[src/rtl/spi_mul_responder.sv]
// spi_mul_responder -- SPI (mode 0) responder for the multiplier coprocessor.
//
// One full-duplex frame carries operand A then operand B (DATA_W bits each,
// MSB first) on mosi. While that frame is being received, the previous
// product is shifted out on miso. When the frame closes with exactly
// 2*DATA_W bits, a shift-add multiplier runs one iteration per clock. All
// logic is clocked by `clock`; the SPI pins are oversampled through
// SYNC_STAGES synchronizer flops.
//
// Optional feature macro: SPI_MUL_SIGNED_EN
//   defined   -> two's-complement operands. The magnitudes are multiplied,
//                then one extra CALC cycle applies the sign.
//   undefined -> unsigned multiply.
//
// Ports:
//   clock      system clock
//   reset      asynchronous, active-low reset
//   sclk       SPI clock from the initiator (CPOL=0, CPHA=0)
//   cs_n       chip select, active-low
//   mosi       serial data in, MSB first
//   miso       serial data out, MSB first
//   miso_oe    miso output enable, high while a frame is accepted
//   busy       high while the multiplier runs
//   done       one-cycle pulse when result updates
//   frame_err  one-cycle pulse when a frame is rejected
//   result     last computed product (2*DATA_W bits), next readout value
`timescale 1ns/1ps
module spi_mul_responder #(
  parameter int DATA_W      = 16,
  parameter int SYNC_STAGES = 2
) (
  input  logic                  clock,
  input  logic                  reset,
  input  logic                  sclk,
  input  logic                  cs_n,
  input  logic                  mosi,
  output logic                  miso,
  output logic                  miso_oe,
  output logic                  busy,
  output logic                  done,
  output logic                  frame_err,
  output logic [2*DATA_W-1:0]   result
);

  localparam int PW  = 2 * DATA_W;
  localparam int BCW = $clog2(PW + 1);
  localparam int ICW = $clog2(DATA_W + 1);
  localparam logic [BCW-1:0] BC_FULL = BCW'(PW);
  localparam logic [ICW-1:0] ITER_W  = ICW'(DATA_W);
`ifdef SPI_MUL_SIGNED_EN
  localparam logic [ICW-1:0] CALC_LAST = ICW'(DATA_W);
`else
  localparam logic [ICW-1:0] CALC_LAST = ICW'(DATA_W - 1);
`endif

  typedef enum logic [1:0] {IDLE, SHIFT, CALC} state_t;

  state_t state, next_state;

  logic [SYNC_STAGES-1:0] sclk_sync_p0, cs_sync_p0, mosi_sync_p0;
  logic                   sclk_p1, cs_p1;
  logic                   sclk_s, cs_s, mosi_s;
  logic                   sclk_rise, sclk_fall, cs_rise, cs_fall;

  logic [BCW-1:0]    bit_cnt;
  logic [PW-1:0]     tx_sr, rx_sr;
  logic [PW-1:0]     acc, acc_step, final_product;
  logic [DATA_W-1:0] mcand;
  logic [DATA_W:0]   sum;
  logic [ICW-1:0]    iter;
  logic              ign_frame;
  logic              start, accept, reject, finish;

`ifdef SPI_MUL_SIGNED_EN
  logic neg;

  function automatic logic [DATA_W-1:0] magnitude(input logic signed [DATA_W-1:0] v);
    logic signed [DATA_W-1:0] nv;
    nv = -v;
    return v[DATA_W-1] ? nv : v;
  endfunction

  function automatic logic [PW-1:0] sign_fix(input logic [PW-1:0] p, input logic n);
    logic signed [PW-1:0] ps;
    ps = p;
    return n ? -ps : ps;
  endfunction
`endif

  // Stage p0: synchronizers. cs_n resets to the "low" value so that a frame
  // already in progress when reset releases never produces a falling edge;
  // cs_n must be seen high first.
  always_ff @(posedge clock or negedge reset) begin
    if (!reset) begin
      sclk_sync_p0 <= '0;
      cs_sync_p0   <= '0;
      mosi_sync_p0 <= '0;
      sclk_p1      <= 1'b0;
      cs_p1        <= 1'b0;
    end else begin
      sclk_sync_p0 <= {sclk_sync_p0[SYNC_STAGES-2:0], sclk};
      cs_sync_p0   <= {cs_sync_p0[SYNC_STAGES-2:0], cs_n};
      mosi_sync_p0 <= {mosi_sync_p0[SYNC_STAGES-2:0], mosi};
      sclk_p1      <= sclk_s;
      cs_p1        <= cs_s;
    end
  end

  // Stage p1: edge detection on the synchronized pins
  assign sclk_s    = sclk_sync_p0[SYNC_STAGES-1];
  assign cs_s      = cs_sync_p0[SYNC_STAGES-1];
  assign mosi_s    = mosi_sync_p0[SYNC_STAGES-1];
  assign sclk_rise = sclk_s & ~sclk_p1;
  assign sclk_fall = ~sclk_s & sclk_p1;
  assign cs_rise   = cs_s & ~cs_p1;
  assign cs_fall   = ~cs_s & cs_p1;

  always_ff @(posedge clock or negedge reset) begin
    if (!reset) state <= IDLE;
    else        state <= next_state;
  end

  always_comb begin
    next_state = state;
    start      = 1'b0;
    accept     = 1'b0;
    reject     = 1'b0;
    finish     = 1'b0;
    case (state)
      IDLE: begin
        if (cs_fall) begin
          next_state = SHIFT;
          start      = 1'b1;
        end
      end
      SHIFT: begin
        if (cs_rise) begin
          if (bit_cnt == BC_FULL) begin
            accept     = 1'b1;
            next_state = CALC;
          end else begin
            reject     = 1'b1;
            next_state = IDLE;
          end
        end
      end
      CALC: begin
        if (iter == CALC_LAST) begin
          finish     = 1'b1;
          next_state = IDLE;
        end
      end
      default: next_state = IDLE;
    endcase
  end

  // One shift-add step: the low half of acc holds the remaining multiplier
  // bits, the high half accumulates partial products.
  always_comb begin
    sum      = {1'b0, acc[PW-1:DATA_W]} + {1'b0, (acc[0] ? mcand : {DATA_W{1'b0}})};
    acc_step = {sum, acc[DATA_W-1:1]};
  end

`ifdef SPI_MUL_SIGNED_EN
  assign final_product = sign_fix(acc, neg);
`else
  assign final_product = acc_step;
`endif

  // Stage p2: shift registers, multiplier and status outputs
  always_ff @(posedge clock or negedge reset) begin
    if (!reset) begin
      bit_cnt   <= '0;
      tx_sr     <= '0;
      rx_sr     <= '0;
      acc       <= '0;
      mcand     <= '0;
      iter      <= '0;
      result    <= '0;
      miso_oe   <= 1'b0;
      done      <= 1'b0;
      frame_err <= 1'b0;
      ign_frame <= 1'b0;
`ifdef SPI_MUL_SIGNED_EN
      neg       <= 1'b0;
`endif
    end else begin
      done      <= finish;
      frame_err <= reject | (cs_rise & ign_frame);

      // A frame that starts during CALC is dropped; remember it so its
      // closing edge can be reported.
      if (state == CALC && cs_fall) ign_frame <= 1'b1;
      else if (cs_rise)             ign_frame <= 1'b0;

      if (start) begin
        tx_sr   <= result;
        bit_cnt <= '0;
        miso_oe <= 1'b1;
      end

      // cs_n rise takes priority over a coincident sclk edge.
      if (state == SHIFT && !cs_rise) begin
        if (sclk_rise && bit_cnt < BC_FULL) begin
          rx_sr   <= {rx_sr[PW-2:0], mosi_s};
          bit_cnt <= bit_cnt + BCW'(1);
        end
        if (sclk_fall) tx_sr <= {tx_sr[PW-2:0], 1'b0};
      end

      if (accept || reject) miso_oe <= 1'b0;

      if (accept) begin
        iter <= '0;
`ifdef SPI_MUL_SIGNED_EN
        mcand <= magnitude(rx_sr[PW-1:DATA_W]);
        acc   <= {{DATA_W{1'b0}}, magnitude(rx_sr[DATA_W-1:0])};
        neg   <= rx_sr[PW-1] ^ rx_sr[DATA_W-1];
`else
        mcand <= rx_sr[PW-1:DATA_W];
        acc   <= {{DATA_W{1'b0}}, rx_sr[DATA_W-1:0]};
`endif
      end

      if (state == CALC) begin
        iter <= iter + ICW'(1);
        if (iter < ITER_W) acc <= acc_step;
      end

      if (finish) result <= final_product;
    end
  end

  assign miso = miso_oe & tx_sr[PW-1];
  assign busy = (state == CALC);

endmodule

[config.mk]
export PLATFORM = sky130hd
export DESIGN_NAME = spi_mul_responder
export DESIGN_NICKNAME = d
export VERILOG_FILES = /design/src/rtl/spi_mul_responder.sv
export SDC_FILE = /design/constraint.sdc
export NUM_CORES = 1
export LEC_CHECK = 0
export CAP_MARGIN = 20
export CORE_MARGIN = 2
export CORE_UTILIZATION = 55
export CTS_CLUSTER_SIZE = 30
export DETAILED_ROUTE_END_ITERATION = 10
export PLACE_DENSITY = 0.76
export SYNTH_ARGS = -nofsm -noshare
export SYNTH_HDL_FRONTEND = slang
export SYNTH_SLANG_ARGS = --single-unit
[constraint.sdc]
create_clock -name clock -period 4.1 [get_ports clock]
set_input_delay 0.615 -clock clock [delete_from_list [all_inputs] [get_ports clock]]
set_output_delay 0.615 -clock clock [all_outputs]
set_load 0.01 [all_outputs]
* Word level (Yosys, flattened, before mapping) *
Cells that the tools add are included.

word-level totals
  register bits = 169
  latch bits = 0
  bits in writable memories = 0
  ROM bits = 0
  output and inout port bits = 37
  word-level logic and storage cells = 82
  memories = 0

operators by class
  add/sub/neg operators = 3
  $mul = 0
  div/mod/pow operators = 0
  order comparisons = 2
  equal/unequal tests = 7
  shift-type cells = 0
  mux-type cells = 31
  bitwise logic cells = 11
  reduce and logical (&&, ||, !) cells = 11

operators by type and width
  operator                                             number
  2-to-1 mux 32 bit                                    6
  2-to-1 mux 6 bit                                     3
  adder 16 x 16 -> 17 bit                              1
  2-to-1 mux 16 bit                                    1
  2-to-1 mux 1 bit                                     14
  2-to-1 mux 5 bit                                     2
  2-to-1 mux 2 bit                                     4
  adder 6 x 1 -> 6 bit, second input constant          1
  AND 1 bit                                            6
  equality test 6 bit, second input constant           1
  < comparator 6 bit, second input constant            1
  case mux 2 bit (3 select lines)                      1
  nonzero test 2 bit                                   3
  adder 5 x 1 -> 5 bit, second input constant          1
  equality test 5 x 4 -> 1 bit, second input constant  1
  < comparator 5 bit, second input constant            1
  != test 2 bit, second input constant                 2
  inverter 1 bit                                       4
  logical AND 1 bit                                    3
  AND reduction 3 bit                                  1
  equality test 2 x 1 -> 1 bit, second input constant  1
  equality test 2 bit, second input constant           1
  logical NOT 2 bit                                    1
  != test 2 x 1 -> 1 bit, second input constant        1
  other kinds (4)                                      4

* Logic depth before layout (Yosys ltp) *
Gate-level depths: netlist of the first run.

  depth after elaboration = 7
  mapped depth = 10
  depth with buffers taken out = 9

* Worst setup path after synthesis of the first run *
OpenSTA, ideal clock, no wires.

  path kind = register to register
  start point = reg acc[0]
  end point = reg result[25]
  library setup time = 0.125 ns
  arrival time = 2.188 ns
  slack = 1.787 ns
  stages on the path, launching flop included = 10
  clock period less this slack = 2.313 ns
  cell sequence = dfrtp_1 -> and2_1 -> ha_1 -> fa_1 -> a21o_1 -> a31oi_2 -> nor2_2 -> a41oi_2 -> xnor2_1 -> mux2_4

on the way
  cells in the longest elaborated chain, start to end = 2

ends and longest elaborated chain
  element                  line  text
  start, declared          67    logic [PW-1:0] acc, acc_step, final_product;
  start signal, assigned   221   acc <= {{DATA_W{1'b0}}, rx_sr[DATA_W-1:0]};
  start signal, assigned   227   if (iter < ITER_W) acc <= acc_step;
  2-to-1 mux 16 bit        160   sum = {1'b0, acc[PW-1:DATA_W]} + {1'b0, (acc[0] ? mcand : {DATA_W{1'b0}})};
  adder 16 x 16 -> 17 bit  160
  end signal, assigned     230   if (finish) result <= final_product;
  end, declared            42    output logic [2*DATA_W-1:0] result

No other way between the ends.
A chain may end at the register's enable or synchronous reset.

* Worst setup path in the final report of the first run *
  start point = reg acc[0]
  end point = reg result[27]

The elaborated chain is that of the path after synthesis.

==> run summary, run 1 <==
## STA
* **Tmin final** 2.686 ns
* **achievable clock frequency** 0.3724 GHz
* **Hold Violations, Final** 0
* **setup repair after global routing missed its margin** no
* **Max-Slew Margin vs Limit** 0.4317
* **Final Max Slew Viols** 0
* **final clock period utilization by the worst path** 0.6550
* **slew at the pin closest to its max-slew limit** 0.8492 ns
* **worst setup skew after layout** 0.009349 ns
* **post-route setup TNS** 0 ns
* **Setup Viol. Count Final** 0

## Global routing
* **pin count of the biggest net entering global routing** 89
* **number of antenna violations at the first check in global routing** 0
* **number of global-route vias before repair** 5,570
* **wire length of the first global-routing pass** 27,040 um
* **global router's overall resource usage** 0.2300
* **global route total overflow** 0

## Clocking
* **worst-case clock buffer depth** 2
* **depth of the CTS H-tree** 4
* **clock tree from TritonCTS** built
* **clock-pin slew on the worst setup and hold paths** 0.06 ns
* **clock root buffer** sky130_fd_sc_hd__clkbuf_16
* **number of sinks on the clock net** 169
* **# resized after CTS** 0
* **latest clock arrival within the worst-skew pair** 0.43 ns
* **cts-stage hold buffer count** 0
* **Num CTS Buffers** 17
* **post-CTS setup buffer count** 0

## Floorplanning
* **core area** 0.01377 mm^2
* **number of rows created at floorplan** 43
* **number of top-level pins** 42
* **die footprint** 0.01497 mm^2
* **initial core utilization** 0.5593
* **Die Width** 122.4 um
* **Die H** 122.4 um

## Synth
* **register area share after synthesis** 0.5490
* **share of async-settable or async-resettable flops after synthesis** 1.000
* **area share of the largest cell type after synthesis** 0.5490
* **average instance area after synthesis** 9.349 um^2
* **instance count of the mapped netlist** 824
* **Synth cell types** 55
* **largest cells by area after synthesis** sky130_fd_sc_hd__dfrtp_1 (55%), sky130_fd_sc_hd__nand2_1 (14%), sky130_fd_sc_hd__mux2i_1 (4.3%)
* **commonest cells in the netlist** sky130_fd_sc_hd__nand2_1 (296), sky130_fd_sc_hd__dfrtp_1 (169), sky130_fd_sc_hd__o21ai_0 (59)
* **Post-Synthesis Cell Area** 0.007704 mm^2
* **Post-synth top flop** sky130_fd_sc_hd__dfrtp_1
* **most numerous cell in the Yosys netlist** sky130_fd_sc_hd__nand2_1
* **number of synthesized flops with an enable pin** 0
* **number of warning messages in the yosys log** 0
* **flip-flop and latch count after synthesis** 169
* **syn_nets** 850
* **post-synth top area cell** sky130_fd_sc_hd__dfrtp_1

## Route
* **antenna-violating nets left** 0
* **Pre-Repair DR Iteration Count** 4
* **initial detailed-routing violation count** 401
* **Vias/cell** 5.593
* **total via count after detailed routing** 5,834
* **post-route DRC violation count** 0
* **DR WL/cell** 15.17 um
* **Detailed Route WL** 15,820 um

## Critical path
* **endpoint type of the worst setup path** flip-flop
* **biggest fanout along the worst timing path** 17
* **Startpoint Class** flip-flop
* **worst path arrival time** 3.00 ns
* **Setup Crit Path Kind** flip-flop to flip-flop
* **WP data required** 4.41 ns

## Cells and area
* **Antenna Cells** 0
* **share of post-route cells with drive strength above 1** 0.06952
* **area growth from synthesis to final layout** 14.57%
* **Nets** 876

## Power
* **Max rail drop VDD** 254.3 uV
* **total power** 0.003460 W
* **Cell Pwr Density** 392.0 mW/mm^2
* **leakage power summed over all cells** 4.343 nW

## Placed design
* **Final HPWL DP** 10,830 um
* **GP Congestion** 0.8992
* **number of input and output port buffers inserted** 41

## Flow run
* **max-cap viol count** 0

## Worst hold path
* **HP Class** input pin to asynchronous set/reset pin

## Outcome
* **run status** finished clean

cell families after synthesis:
logic type	share of synthesized area
and+or+nand+nor	0.2141
xor gates and xnor gates	0.01819
DFF	0.5490
adders and majority gates	0.03508
buffers and inverters	0.03232
AOI/OAI and AO/OA	0.1022
muxes	0.04921
where the power goes:
part,switching (W),total [W],internal [W]
clock,0.000647,0.00157,0.000922
combinational,0.0000985,0.000149,0.0000505
sequential,0.0000351,0.00174,0.00171
critical path, stage by stage (launching register included):
cell                      delay [ns]
sky130_fd_sc_hd__dfrtp_1        0.52
sky130_fd_sc_hd__and2_1         0.21
sky130_fd_sc_hd__ha_1           0.21
sky130_fd_sc_hd__fa_1           0.42
sky130_fd_sc_hd__a21o_1         0.24
sky130_fd_sc_hd__a31oi_2        0.23
sky130_fd_sc_hd__nor2_2         0.09
sky130_fd_sc_hd__a21oi_2        0.25
sky130_fd_sc_hd__xnor2_1        0.13
sky130_fd_sc_hd__mux2_2         0.27
placed cells by master, fill, tap and decap left out, types with 2 or more instances in the layout:
cell type                         synthesis  layout
sky130_fd_sc_hd__buf_4                    3       8
sky130_fd_sc_hd__nor3_1                   5       5
sky130_fd_sc_hd__o21ai_0                 59      59
sky130_fd_sc_hd__mux2_2                   3       3
sky130_fd_sc_hd__xor2_1                   9       9
sky130_fd_sc_hd__inv_1                   11      11
sky130_fd_sc_hd__a31oi_1                 18      18
sky130_fd_sc_hd__and2_1                  17      17
sky130_fd_sc_hd__clkbuf_16                0      17
sky130_fd_sc_hd__nand3_1                 19      19
sky130_fd_sc_hd__nand2_1                296     296
sky130_fd_sc_hd__xnor2_1                  7       7
sky130_fd_sc_hd__o211a_1                  2       2
sky130_fd_sc_hd__buf_12                   0       2
sky130_fd_sc_hd__or3_1                    2       2
sky130_fd_sc_hd__ha_1                    20      20
sky130_fd_sc_hd__nor2_1                  36      35
sky130_fd_sc_hd__nor2_2                   1       2
sky130_fd_sc_hd__bufinv_16                0       2
sky130_fd_sc_hd__o31ai_1                  4       4
sky130_fd_sc_hd__clkinvlp_4               0       3
sky130_fd_sc_hd__and3_1                   2       2
sky130_fd_sc_hd__dfrtp_1                169     169
sky130_fd_sc_hd__clkbuf_8                 0       2
sky130_fd_sc_hd__a21o_1                   3       3
sky130_fd_sc_hd__o22ai_1                  2       2
sky130_fd_sc_hd__nand4_1                  9       9
sky130_fd_sc_hd__a21oi_1                 18      18
sky130_fd_sc_hd__clkdlybuf4s50_1          0      40
sky130_fd_sc_hd__a22o_1                   6       6
sky130_fd_sc_hd__clkinv_2                 0       7
sky130_fd_sc_hd__nand2b_1                 3       3
sky130_fd_sc_hd__o21bai_1                 3       3
sky130_fd_sc_hd__mux2i_1                 33      33
per-stage QoR:
step           utilization  setup WS [ns]  instance area (um^2)  hold slack [ns]  std cells
2_1_floorplan            -          1.787                  7704           0.3194        824
3_3_place_gp        0.5973          1.553                  8227           0.3329       1010
3_5_place_dp        0.5973          1.426                  8227           0.3355       1010
4_1_cts             0.6394          1.422                  8806           0.2611       1042
5_1_grt             0.6408          1.269                  8826           0.3004       1043
6_report            0.6408          1.414                  8826           0.2240       1043
path summary, 6_finish.rpt:
kind / end / cells past startpoint / start / slack (ns)
worst max-delay path: result[27]$_DFFE_PN0P_ / 9 / acc[0]$_DFF_PN0_ / 1.41
worst min register to register: mosi_sync_p0[1]$_DFF_PN0_ / 0 / mosi_sync_p0[0]$_DFF_PN0_ / 0.35
worst max register to register: result[27]$_DFFE_PN0P_ / 9 / acc[0]$_DFF_PN0_ / 1.41
min in group clock: mosi_sync_p0[1]$_DFF_PN0_ / 0 / mosi_sync_p0[0]$_DFF_PN0_ / 0.35
max in group asynchronous: tx_sr[22]$_DFF_PN0_ / 2 / reset / 2.97
worst min-delay path: bit_cnt[3]$_DFF_PN0_ / 1 / reset / 0.22
registers in the layout, indices dropped and copies added (netlist names), 2 cells and up:
register      count
mcand            16
iter              5
tx_sr            32
mosi_sync_p0      2
sclk_sync_p0      2
state             2
result           32
cs_sync_p0        2
acc              32
bit_cnt           6
rx_sr            32
area by class of cell:
type,count,area [um^2]
inverters,12,45.04
clock inverters,13,126.4
flip-flops and latches,169,4229
clock buffers,19,452.9
repair buffers,51,511.7
fillers,1106,4947
well taps,180,225.2
multi-input cells,599,3236
routing by layer:
layer,GRT usage,part of all wire,vias up
li1,-,-,2799
met1,0.3232,0.48,2880
met2,0.3531,0.47,130
met3,0.04972,0.041,25
met4,0.08693,0.017,0
met5,0,0,-
(Power assumes the default switching activity.)
==> inputs of run 2 (changes only) <==
CORE_UTILIZATION = 54   (was 55)
PLACE_DENSITY = 0.78   (was 0.76)
clock period = 2.2 ns   (was 4.1 ns; I/O delays follow)
==> run summary, run 2 (same netlist as run 1, synthesis figures left out) <==
## Route
* **Detailed Route WL** 17,150 um
* **antenna-violating nets left** 0
* **initial detailed-routing violation count** 527
* **Vias/cell** 5.607
* **Pre-Repair DR Iteration Count** 5
* **post-route DRC violation count** 0
* **total via count after detailed routing** 6,033
* **DR WL/cell** 15.94 um

## Cells and area
* **Final Util** 0.6741
* **Nets** 911
* **most common cell after layout, fill and taps aside** sky130_fd_sc_hd__nand2_1
* **Final Instance Area** 0.009394 mm^2
* **commonest non-fill, non-tap cells in the layout** sky130_fd_sc_hd__nand2_1 (295), sky130_fd_sc_hd__dfrtp_1 (167), sky130_fd_sc_hd__o21ai_0 (49)
* **share of post-route cells with drive strength above 1** 0.1339
* **Antenna Cells** 0
* **area growth from synthesis to final layout** 21.94%

## STA
* **Setup Viol. Count Final** 22
* **final clock period utilization by the worst path** 1.099
* **crit path setup slack, layout** -0.2178 ns
* **setup repair after global routing missed its margin** yes
* **Hold Violations, Final** 0
* **Tmin final** 2.418 ns
* **worst setup skew after layout** 0.01016 ns
* **achievable clock frequency** 0.4136 GHz
* **slew at the pin closest to its max-slew limit** 0.5951 ns
* **Max-Slew Margin vs Limit** 0.6027
* **Final Max Slew Viols** 0

## Clocking
* **worst-case clock buffer depth** 2
* **latest clock arrival within the worst-skew pair** 0.43 ns
* **Num CTS Buffers** 17
* **number of sinks on the clock net** 169
* **clock-pin slew on the worst setup and hold paths** 0.06 ns
* **depth of the CTS H-tree** 4
* **clock tree from TritonCTS** built
* **clock root buffer** sky130_fd_sc_hd__clkbuf_16

## Critical path
* **logic depth of the worst path, buffers included** 9
* **reg2reg path depth** 9
* **ordered list of cells on the worst path** buf_6 > and2_4 > ha_4 > a21o_1 > a31oi_4 > nor2_4 > a41oi_4 > o31a_2 > o31ai_2
* **Slowest Stage Delay on Critical Path** 0.44 ns
* **cell with the biggest individual delay on the critical path** sky130_fd_sc_hd__dfrtp_2
* **endpoint type of the worst setup path** flip-flop
* **biggest fanout along the worst timing path** 6
* **top cell family by delay on the critical path** compound AO/OA/AOI/OAI gates
* **Setup Crit Path Kind** flip-flop to flip-flop
* **total buffers and inverters traversed by the critical path** 1
* **WP data required** 2.53 ns
* **worst path arrival time** 2.74 ns
* **Startpoint Class** flip-flop

## Placed design
* **Final HPWL DP** 10,570 um
* **worst slack at placement** -0.1441 ns
* **post-placement cell area** 0.008494 mm^2
* **GP Congestion** 0.8745
* **number of input and output port buffers inserted** 41

## Worst hold path
* **HP Class** input pin to flip-flop
* **count of cells along the worst hold path** 1

## Global routing
* **global route total overflow** 0
* **global router's overall resource usage** 0.2341
* **number of global-route vias before repair** 5,676
* **number of antenna violations at the first check in global routing** 0
* **wire length of the first global-routing pass** 27,640 um
* **pin count of the biggest net entering global routing** 64

## Power
* **Cell Pwr Density** 704.0 mW/mm^2
* **total power** 0.006613 W
* **Max rail drop VDD** 632.5 uV
* **leakage power summed over all cells** 4.556 nW

## Floorplanning
* **Die H** 123.4 um
* **die footprint** 0.01524 mm^2
* **core area** 0.01393 mm^2
* **number of rows created at floorplan** 43
* **Die Width** 123.4 um
* **initial core utilization** 0.5528
* **number of top-level pins** 42

## Outcome
* **run status** finished, violations left
* **violations in the final reports** negative setup slack

## Flow run
* **max-cap viol count** 0

run 2: changes by cell type in the layout (fill, tap and decap cells not counted), sizes merged:
cell,previous run,this run
dlygate4sd3,0,1
clkbuf,19,24
clkinv,7,1
bufinv,2,3
clkinvlp,3,1
buf,11,45
run 2: final cells by class:
cell class | count | area, um^2
clock buffer | 24 | 501.7
sequential | 169 | 4232
clock inverter | 6 | 111.4
multi-input combinational | 599 | 3461
timing repair buffer | 86 | 818.3
fill | 1020 | 4541
tap | 180 | 225.2
inverter | 12 | 45.04
run 2: worst paths after layout:
path,start,end,slack [ns]
worst max-delay path,acc[0]$_DFF_PN0_,acc[31]$_DFF_PN0_,-0.22
worst min-delay path,sclk,sclk_sync_p0[0]$_DFF_PN0_,0.34
worst max register to register,acc[0]$_DFF_PN0_,acc[31]$_DFF_PN0_,-0.22
worst min register to register,cs_sync_p0[0]$_DFF_PN0_,cs_sync_p0[1]$_DFF_PN0_,0.35
max in group asynchronous,reset,state[1]$_DFFE_PN0P_,1.10
min in group asynchronous,reset,bit_cnt[3]$_DFF_PN0_,0.38
run 2: stage by stage:
step | setup TNS [ns] | hold WS, ns | cells
after floorplan | -0.09547 | 0.03441 | 824
after global placement | -0.2184 | 0.2746 | 1040
after detailed placement | -1.078 | 0.2728 | 1040
after CTS | -0.9416 | 0.3314 | 1073
after global routing | -3.770 | 0.3371 | 1076
final | -2.129 | 0.3441 | 1076
run 2: power breakdown:
group	leakage [nW]	switching [W]	internal (W)
registers	2.33	0.0000663	0.00318
clock network	0.299	0.00115	0.00193
logic	1.93	0.000186	0.000103
run 2: timing repair:
action | CTS | global route
hold buffers | 1 | 0
buffers inserted | 2 | 2
resized for setup | 6 | 45
pin swaps | 10 | 22
hold endpoints to repair | 39 | 0
endpoints found under the setup margin | 19 | 23
gates cloned | 0 | 1
run 2: metal layers:
layer,GRT usage,wire [um]
met5,0,0
met4,0.08665,399
met3,0.04935,704
met2,0.3657,8289
met1,0.3240,7757
